## src/rtl/irrigation_pkg.sv

```systemverilog
// Shared types for the irrigation zone scheduler.
// FSM state encoding and watering mode encoding.
package irrigation_pkg;

  typedef enum logic [2:0] {
    ST_IDLE     = 3'd0,
    ST_IRRIGATE = 3'd1,
    ST_CLEAN    = 3'd2,
    ST_ERROR    = 3'd3
  } state_t;

  typedef enum logic {
    MODE_SPR  = 1'b0,
    MODE_DRIP = 1'b1
  } mode_t;

endpackage

```

## src/rtl/rr_arbiter.sv

```systemverilog
// Round-robin pick: first set request at or above ptr, with wrap.
// Ports: req (N), ptr (start index) -> valid, idx.
module rr_arbiter #(
  parameter  int N  = 4,
  localparam int IW = $clog2(N)
) (
  input  logic [N-1:0]  req,
  input  logic [IW-1:0] ptr,
  output logic          valid,
  output logic [IW-1:0] idx
);

  int j;

  // Scan from the farthest offset down so the
  // nearest requester is the last to overwrite.
  always_comb begin
    valid = 1'b0;
    idx   = '0;
    j     = 0;
    for (int i = N - 1; i >= 0; i--) begin
      j = (int'(ptr) + i) % N;
      if (req[j[IW-1:0]]) begin
        valid = 1'b1;
        idx   = j[IW-1:0];
      end
    end
  end

endmodule

```

## src/rtl/irrigation_zone_scheduler.sv

```systemverilog
// Multi-zone irrigation scheduler: one zone at a time, tank level model,
// fill valve, post-fertiliser cleaning, conflict error. Ports: clock,
// reset(n), tick, req_spr/drip/fert -> zone_valve, active_zone,
// fill_valve, level, low, critical, cleaning, erro, state.
module irrigation_zone_scheduler
  import irrigation_pkg::*;
#(
  parameter  int N_ZONES     = 4,
  parameter  int LEVEL_W     = 8,
  parameter  int LEVEL_MAX   = 200,
  parameter  int LOW_THR     = 60,
  parameter  int CRIT_THR    = 20,
  parameter  int FILL_STEP   = 4,
  parameter  int SPR_STEP    = 3,
  parameter  int DRIP_STEP   = 1,
  parameter  int DURATION    = 16,
  parameter  int CLEAN_TICKS = 8,
  localparam int ZW          = $clog2(N_ZONES)
) (
  input  logic               clock,
  input  logic               reset,
  input  logic               tick,
  input  logic [N_ZONES-1:0] req_spr,
  input  logic [N_ZONES-1:0] req_drip,
  input  logic [N_ZONES-1:0] req_fert,
  output logic [N_ZONES-1:0] zone_valve,
  output logic [ZW-1:0]      active_zone,
  output logic               fill_valve,
  output logic [LEVEL_W-1:0] level,
  output logic               low,
  output logic               critical,
  output logic               cleaning,
  output logic               erro,
  output logic [2:0]         state
);

  localparam int CNT_MAX =
    (DURATION > CLEAN_TICKS) ? DURATION : CLEAN_TICKS;
  localparam int CW = $clog2(CNT_MAX + 1);
  localparam int SW = LEVEL_W + 2;

  localparam logic [LEVEL_W-1:0] L_MAX  = LEVEL_W'(LEVEL_MAX);
  localparam logic [LEVEL_W-1:0] L_LOW  = LEVEL_W'(LOW_THR);
  localparam logic [LEVEL_W-1:0] L_CRIT = LEVEL_W'(CRIT_THR);

  localparam logic signed [SW-1:0] S_FILL = SW'(FILL_STEP);
  localparam logic signed [SW-1:0] S_SPR  = SW'(SPR_STEP);
  localparam logic signed [SW-1:0] S_DRIP = SW'(DRIP_STEP);
  localparam logic signed [SW-1:0] S_MAX  = SW'(LEVEL_MAX);

  localparam logic [CW-1:0] C_DUR  = CW'(DURATION);
  localparam logic [CW-1:0] C_CLN  = CW'(CLEAN_TICKS);
  localparam logic [ZW-1:0] Z_LAST = ZW'(N_ZONES - 1);

  state_t               state_q, state_d;
  mode_t                mode_q, mode_d;
  logic                 fert_q, fert_d;
  logic [ZW-1:0]        zone_q, zone_d;
  logic [ZW-1:0]        ptr_q, ptr_d;
  logic [CW-1:0]        cnt_q, cnt_d;
  logic [LEVEL_W-1:0]   level_q, level_d;
  logic                 fill_q, fill_d;
  logic [N_ZONES-1:0]   valve_q, valve_d;

  logic                 conflict;
  logic                 cand_valid;
  logic [ZW-1:0]        cand_idx;
  logic signed [SW-1:0] lvl_sum;
  logic [LEVEL_W-1:0]   lvl_new;
  logic [CW-1:0]        cnt_inc;
  logic [ZW-1:0]        zone_nxt;
  logic                 serving;

  assign conflict = |(req_spr & req_drip);
  assign cnt_inc  = cnt_q + 1'b1;
  assign zone_nxt = (zone_q == Z_LAST) ? '0 : zone_q + 1'b1;

  rr_arbiter #(
    .N (N_ZONES)
  ) u_arb (
    .req   (req_spr | req_drip),
    .ptr   (ptr_q),
    .valid (cand_valid),
    .idx   (cand_idx)
  );

  // Fill and drain net together, then clamp to [0, LEVEL_MAX].
  always_comb begin
    lvl_sum = SW'(level_q);
    if (fill_q)
      lvl_sum = lvl_sum + S_FILL;
    if (state_q == ST_IRRIGATE)
      lvl_sum = lvl_sum -
        ((mode_q == MODE_SPR) ? S_SPR : S_DRIP);
    if (lvl_sum[SW-1])
      lvl_new = '0;
    else if (lvl_sum > S_MAX)
      lvl_new = L_MAX;
    else
      lvl_new = lvl_sum[LEVEL_W-1:0];
  end

  always_comb begin
    state_d = state_q;
    mode_d  = mode_q;
    fert_d  = fert_q;
    zone_d  = zone_q;
    ptr_d   = ptr_q;
    cnt_d   = cnt_q;
    level_d = level_q;
    fill_d  = fill_q;
    valve_d = '0;
    if (conflict) begin
      state_d = ST_ERROR;
      fill_d  = 1'b0;
    end else if (tick) begin
      // Valve decision uses the level just written.
      if (state_q != ST_ERROR) begin
        level_d = lvl_new;
        if (lvl_new <= L_LOW)
          fill_d = 1'b1;
        else if (lvl_new >= L_MAX)
          fill_d = 1'b0;
      end
      case (state_q)
        ST_IDLE: begin
          if (cand_valid && level_q > L_CRIT) begin
            state_d = ST_IRRIGATE;
            zone_d  = cand_idx;
            mode_d  = req_spr[cand_idx] ? MODE_SPR
                                        : MODE_DRIP;
            fert_d  = req_fert[cand_idx];
            cnt_d   = '0;
          end
        end
        ST_IRRIGATE: begin
          cnt_d = cnt_inc;
          if (lvl_new <= L_CRIT) begin
            state_d = ST_IDLE;
            ptr_d   = zone_nxt;
          end else if (cnt_inc == C_DUR) begin
            state_d = fert_q ? ST_CLEAN : ST_IDLE;
            ptr_d   = zone_nxt;
            cnt_d   = '0;
          end
        end
        ST_CLEAN: begin
          cnt_d = cnt_inc;
          if (cnt_inc == C_CLN) begin
            state_d = ST_IDLE;
            cnt_d   = '0;
          end
        end
        ST_ERROR: state_d = ST_IDLE;
        default:  state_d = ST_IDLE;
      endcase
    end
    if (state_d == ST_IRRIGATE || state_d == ST_CLEAN)
      valve_d = N_ZONES'(1) << zone_d;
  end

  always_ff @(posedge clock or negedge reset) begin
    if (!reset) begin
      state_q <= ST_IDLE;
      mode_q  <= MODE_SPR;
      fert_q  <= 1'b0;
      zone_q  <= '0;
      ptr_q   <= '0;
      cnt_q   <= '0;
      level_q <= L_MAX;
      fill_q  <= 1'b0;
      valve_q <= '0;
    end else begin
      state_q <= state_d;
      mode_q  <= mode_d;
      fert_q  <= fert_d;
      zone_q  <= zone_d;
      ptr_q   <= ptr_d;
      cnt_q   <= cnt_d;
      level_q <= level_d;
      fill_q  <= fill_d;
      valve_q <= valve_d;
    end
  end

  assign serving     = (state_q == ST_IRRIGATE) ||
                       (state_q == ST_CLEAN);
  assign active_zone = serving ? zone_q : '0;
  assign zone_valve  = valve_q;
  assign fill_valve  = fill_q;
  assign level       = level_q;
  assign low         = (level_q <= L_LOW);
  assign critical    = (level_q <= L_CRIT);
  assign cleaning    = (state_q == ST_CLEAN);
  assign erro        = (state_q == ST_ERROR);
  assign state       = state_q;

endmodule

```

## config.mk

```make
export PLATFORM = sky130hd
export DESIGN_NAME = irrigation_zone_scheduler
export DESIGN_NICKNAME = d
export VERILOG_FILES = /design/src/rtl/irrigation_pkg.sv /design/src/rtl/rr_arbiter.sv /design/src/rtl/irrigation_zone_scheduler.sv
export SDC_FILE = /design/constraint.sdc
export NUM_CORES = 1
export LEC_CHECK = 0
export ABC_AREA = 1
export CAP_MARGIN = 5
export CORE_MARGIN = 3
export CORE_UTILIZATION = 46
export CTS_CLUSTER_SIZE = 14
export DETAILED_ROUTE_END_ITERATION = 7
export DONT_BUFFER_PORTS = 1
export PLACE_DENSITY_LB_ADDON = 0.25
export SLEW_MARGIN = 20
export SYNTH_ARGS = -nofsm -noshare
export SYNTH_HDL_FRONTEND = slang
export SYNTH_SLANG_ARGS = --single-unit
```

## constraint.sdc

```tcl
create_clock -name clock -period 5.1 [get_ports clock]
set_clock_uncertainty 0.2 [all_clocks]
set_input_delay 0.51 -clock clock [delete_from_list [all_inputs] [get_ports clock]]
set_output_delay 0.51 -clock clock [all_outputs]
set_load 0.05 [all_outputs]
```

==> impl_metrics.tcl <==
set metrics [dict create \
    syn-cell-area_um2 2212 \
    drt-pass1-iter-count 4 \
    cts.sinks 27 \
    core_area_um2 4504 \
    vias_per_cell 5.186 \
    place.gp.congestion 0.8318 \
    drive_above_1_share 0.1246 \
    final_nets 368 \
    ctsResizeCount 0 \
    die_height_um 75.35 \
    yosys_warnings 0 \
    synth.net_count 362 \
    dp.cells 391 \
    cts_made_buffers 3 \
    rows 24 \
    ys.flop_type "dfrtp_1" \
    clockBufferDepth 2 \
    synthAdderAreaFrac 0.04299 \
    fin_cells 397 \
    final_area_um2 2365 \
    ios 37 \
    finalCritPeriodShare 0.7248 \
    drv_cap 0 \
    worstMarginPinSlew_ns 1.037 \
    synth_cell_types 33 \
    cts_root_buffer "clkbuf_8" \
    drtIter0Drc 113 \
    synthToLayoutAreaGrowth_pct 6.901 \
    die_w_um 75.35 \
    ant_nets 0 \
    crit_fanout 4 \
    dp_slack_ns 1.702 \
    period_needed_ns 3.697 \
    rsz0062_at_grt "no" \
    grt_pass1_wl_um 8245 \
    synth.most_common_cell "nand2_1" \
    post_cts_buffers 0 \
    timing.final.ws_setup_ns 1.403 \
    htreeDepth 1 \
    slew_viol_final 0 \
    synth_top_cells_by_area "dfrtp_1 27%, nand2_1 15%, inv_1 8.8%, nor2_1 6.6%, o21ai_0 5.4%" \
    synth_simple_gate_area_frac 0.3903 \
    synth_top_family_by_area "simple AND/OR/NAND/NOR gates" \
    grt_pass1_vias 1975 \
    fmax_mhz 270.5 \
    placed_area_um2 2285 \
    postSynthCellCount 340 \
    start_kind "register" \
    ys_seq_elements 27 \
    synthMuxAreaShare 0.004525 \
    setup-violations-final 0 \
    seq_area_frac_synth 0.3071 \
    diodes 0 \
    async_flop_share 1.000 \
    cp-end-kind "output port" \
    wirelength_um 4947 \
    fin_setup_tns_ns 0 \
    drc 0 \
    cts_tree "yes" \
    synth_largest_area_cell "dfrtp_1" \
    status "finished, final reports clean" \
    wire_per_inst_um 12.46 \
    clk_pin_slew_ns 0.10 \
    power_density_nw_per_um2 517.7 \
    synth-edff-count 0 \
    start_util 0.4911 \
    final-hold-violation-count 0 \
    synth_common_cells "91 x nand2_1, 52 x inv_1, 39 x nor2_1, 24 x dfrtp_1, 24 x o21ai_0" \
    relSlewSlack 0.3051 \
    synth_xor_area_frac 0.01584 \
    p_leak_nw 1.183 \
    path_class "register to output port" \
    arrival_ns 2.99 \
    fp.dieArea_um2 5677 \
    track_usage 0.1874 \
    irDropWorstVdd_uv 230.8 \
    synth_compound_area_frac 0.1295 \
    worstHoldPathType "input port to register" \
    clock_latency_ns 0.28 \
    grt-ovfl-total 0 \
    dp_hpwl_um 3873 \
    grt_max_degree 28 \
    antenna_found_initial 0 \
    required_ns 4.39 \
    dr_total_vias 2059 \
    syn_avg_cell_area_um2 6.506 \
    synth_largest_type_area_fraction 0.2715 \
    port_buffers 0 \
]
## worst max-delay path, stage by stage, from the launching register on
cell and delay (ns):
dfrtp_1 0.73, inv_1 0.21, nor3_2 0.71, inv_1 0.18
nand2_1 0.13, inv_1 0.08, nor2_1 0.67
## path summary, 6_finish.rpt
kind                            startpoint              to  slack, ns  depth (start not counted)
min in group asynchronous            reset        cnt_q[4]       0.44                          2
worst min-delay path                  tick        state[2]       0.25                          3
max in group asynchronous            reset        level[3]       4.03                          2
worst min register to register    cnt_q[4]        cnt_q[4]       0.32                          1
worst max register to register    level[0]   zone_valve[2]       1.71                         20
worst max-delay path              state[1]  active_zone[0]       1.40                          6
## layer usage
| layer | vias up | routed length, um | track usage |
|---|---|---|---|
| li1 | 1086 | - | - |
| met1 | 919 | 2288 | 0.2299 |
| met4 | 0 | 61 | 0.06602 |
| met2 | 47 | 2346 | 0.3231 |
| met5 | - | 0 | 0 |
| met3 | 7 | 250 | 0.04222 |
## per-stage QoR
step           power [W]  hold slack [ns]    util
6_report        0.001224           0.2511  0.5250
5_1_grt         0.001340           0.2646  0.5250
4_1_cts         0.001234           0.2415  0.5250
3_3_place_gp    0.001072          0.01521  0.5072
3_5_place_dp    0.001081          0.01517  0.5072
2_1_floorplan  0.0009580          0.01441       -
## where the power goes
| part | internal, W | total (W) | switching, W |
|---|---|---|---|
| combinational | 0.000204 | 0.000622 | 0.000418 |
| sequential | 0.000270 | 0.000470 | 0.000200 |
| clock | 0.0000575 | 0.000132 | 0.0000747 |
| total | 0.000531 | 0.00122 | 0.000693 |
## state kept, by name, summed over array words and instances (netlist names)
name and count:
level 8, cnt_q 5, zone_valve 4, state 3, ptr_q 2, zone_q 2, fert_q 1, fill_valve 1
mode_q 1
## kinds of logic (layout without fill, tap and decap cells)
family,after synthesis,count (layout)
AND/OR/NAND/NOR,188,188
buffers and inverters,64,69
AO/OA/AOI/OAI,49,49
flip-flops,27,27
adder cells (fa/ha/maj),7,7
XOR/XNOR,4,4
multiplexers,1,1
## cell usage in the layout (no fill, tap or decap), drive strengths merged, types with 4 or more instances in the layout
master,instances
a21oi,6
nand3,26
inv,61
nor2,49
dfrtp,24
ha,6
o21ai,29
o31ai,4
nand2,99
nor3,7
## repair_timing
item	4_1_cts	5_1_grt
setup endpoints to repair	0	0
hold buffers	2	0
hold endpoints to repair	27	0
## area by class of cell
cell class              instances  area, um2
fillers                       430       2140
multi-input cells             249       1300
flip-flops and latches         27      679.4
inverters                      62      232.7
well taps                      52      65.06
clock buffers                   3      41.29
repair buffers                  3      37.54
clock inverters                 1      8.758
Note: power is estimated with default switching activity, not from simulation.
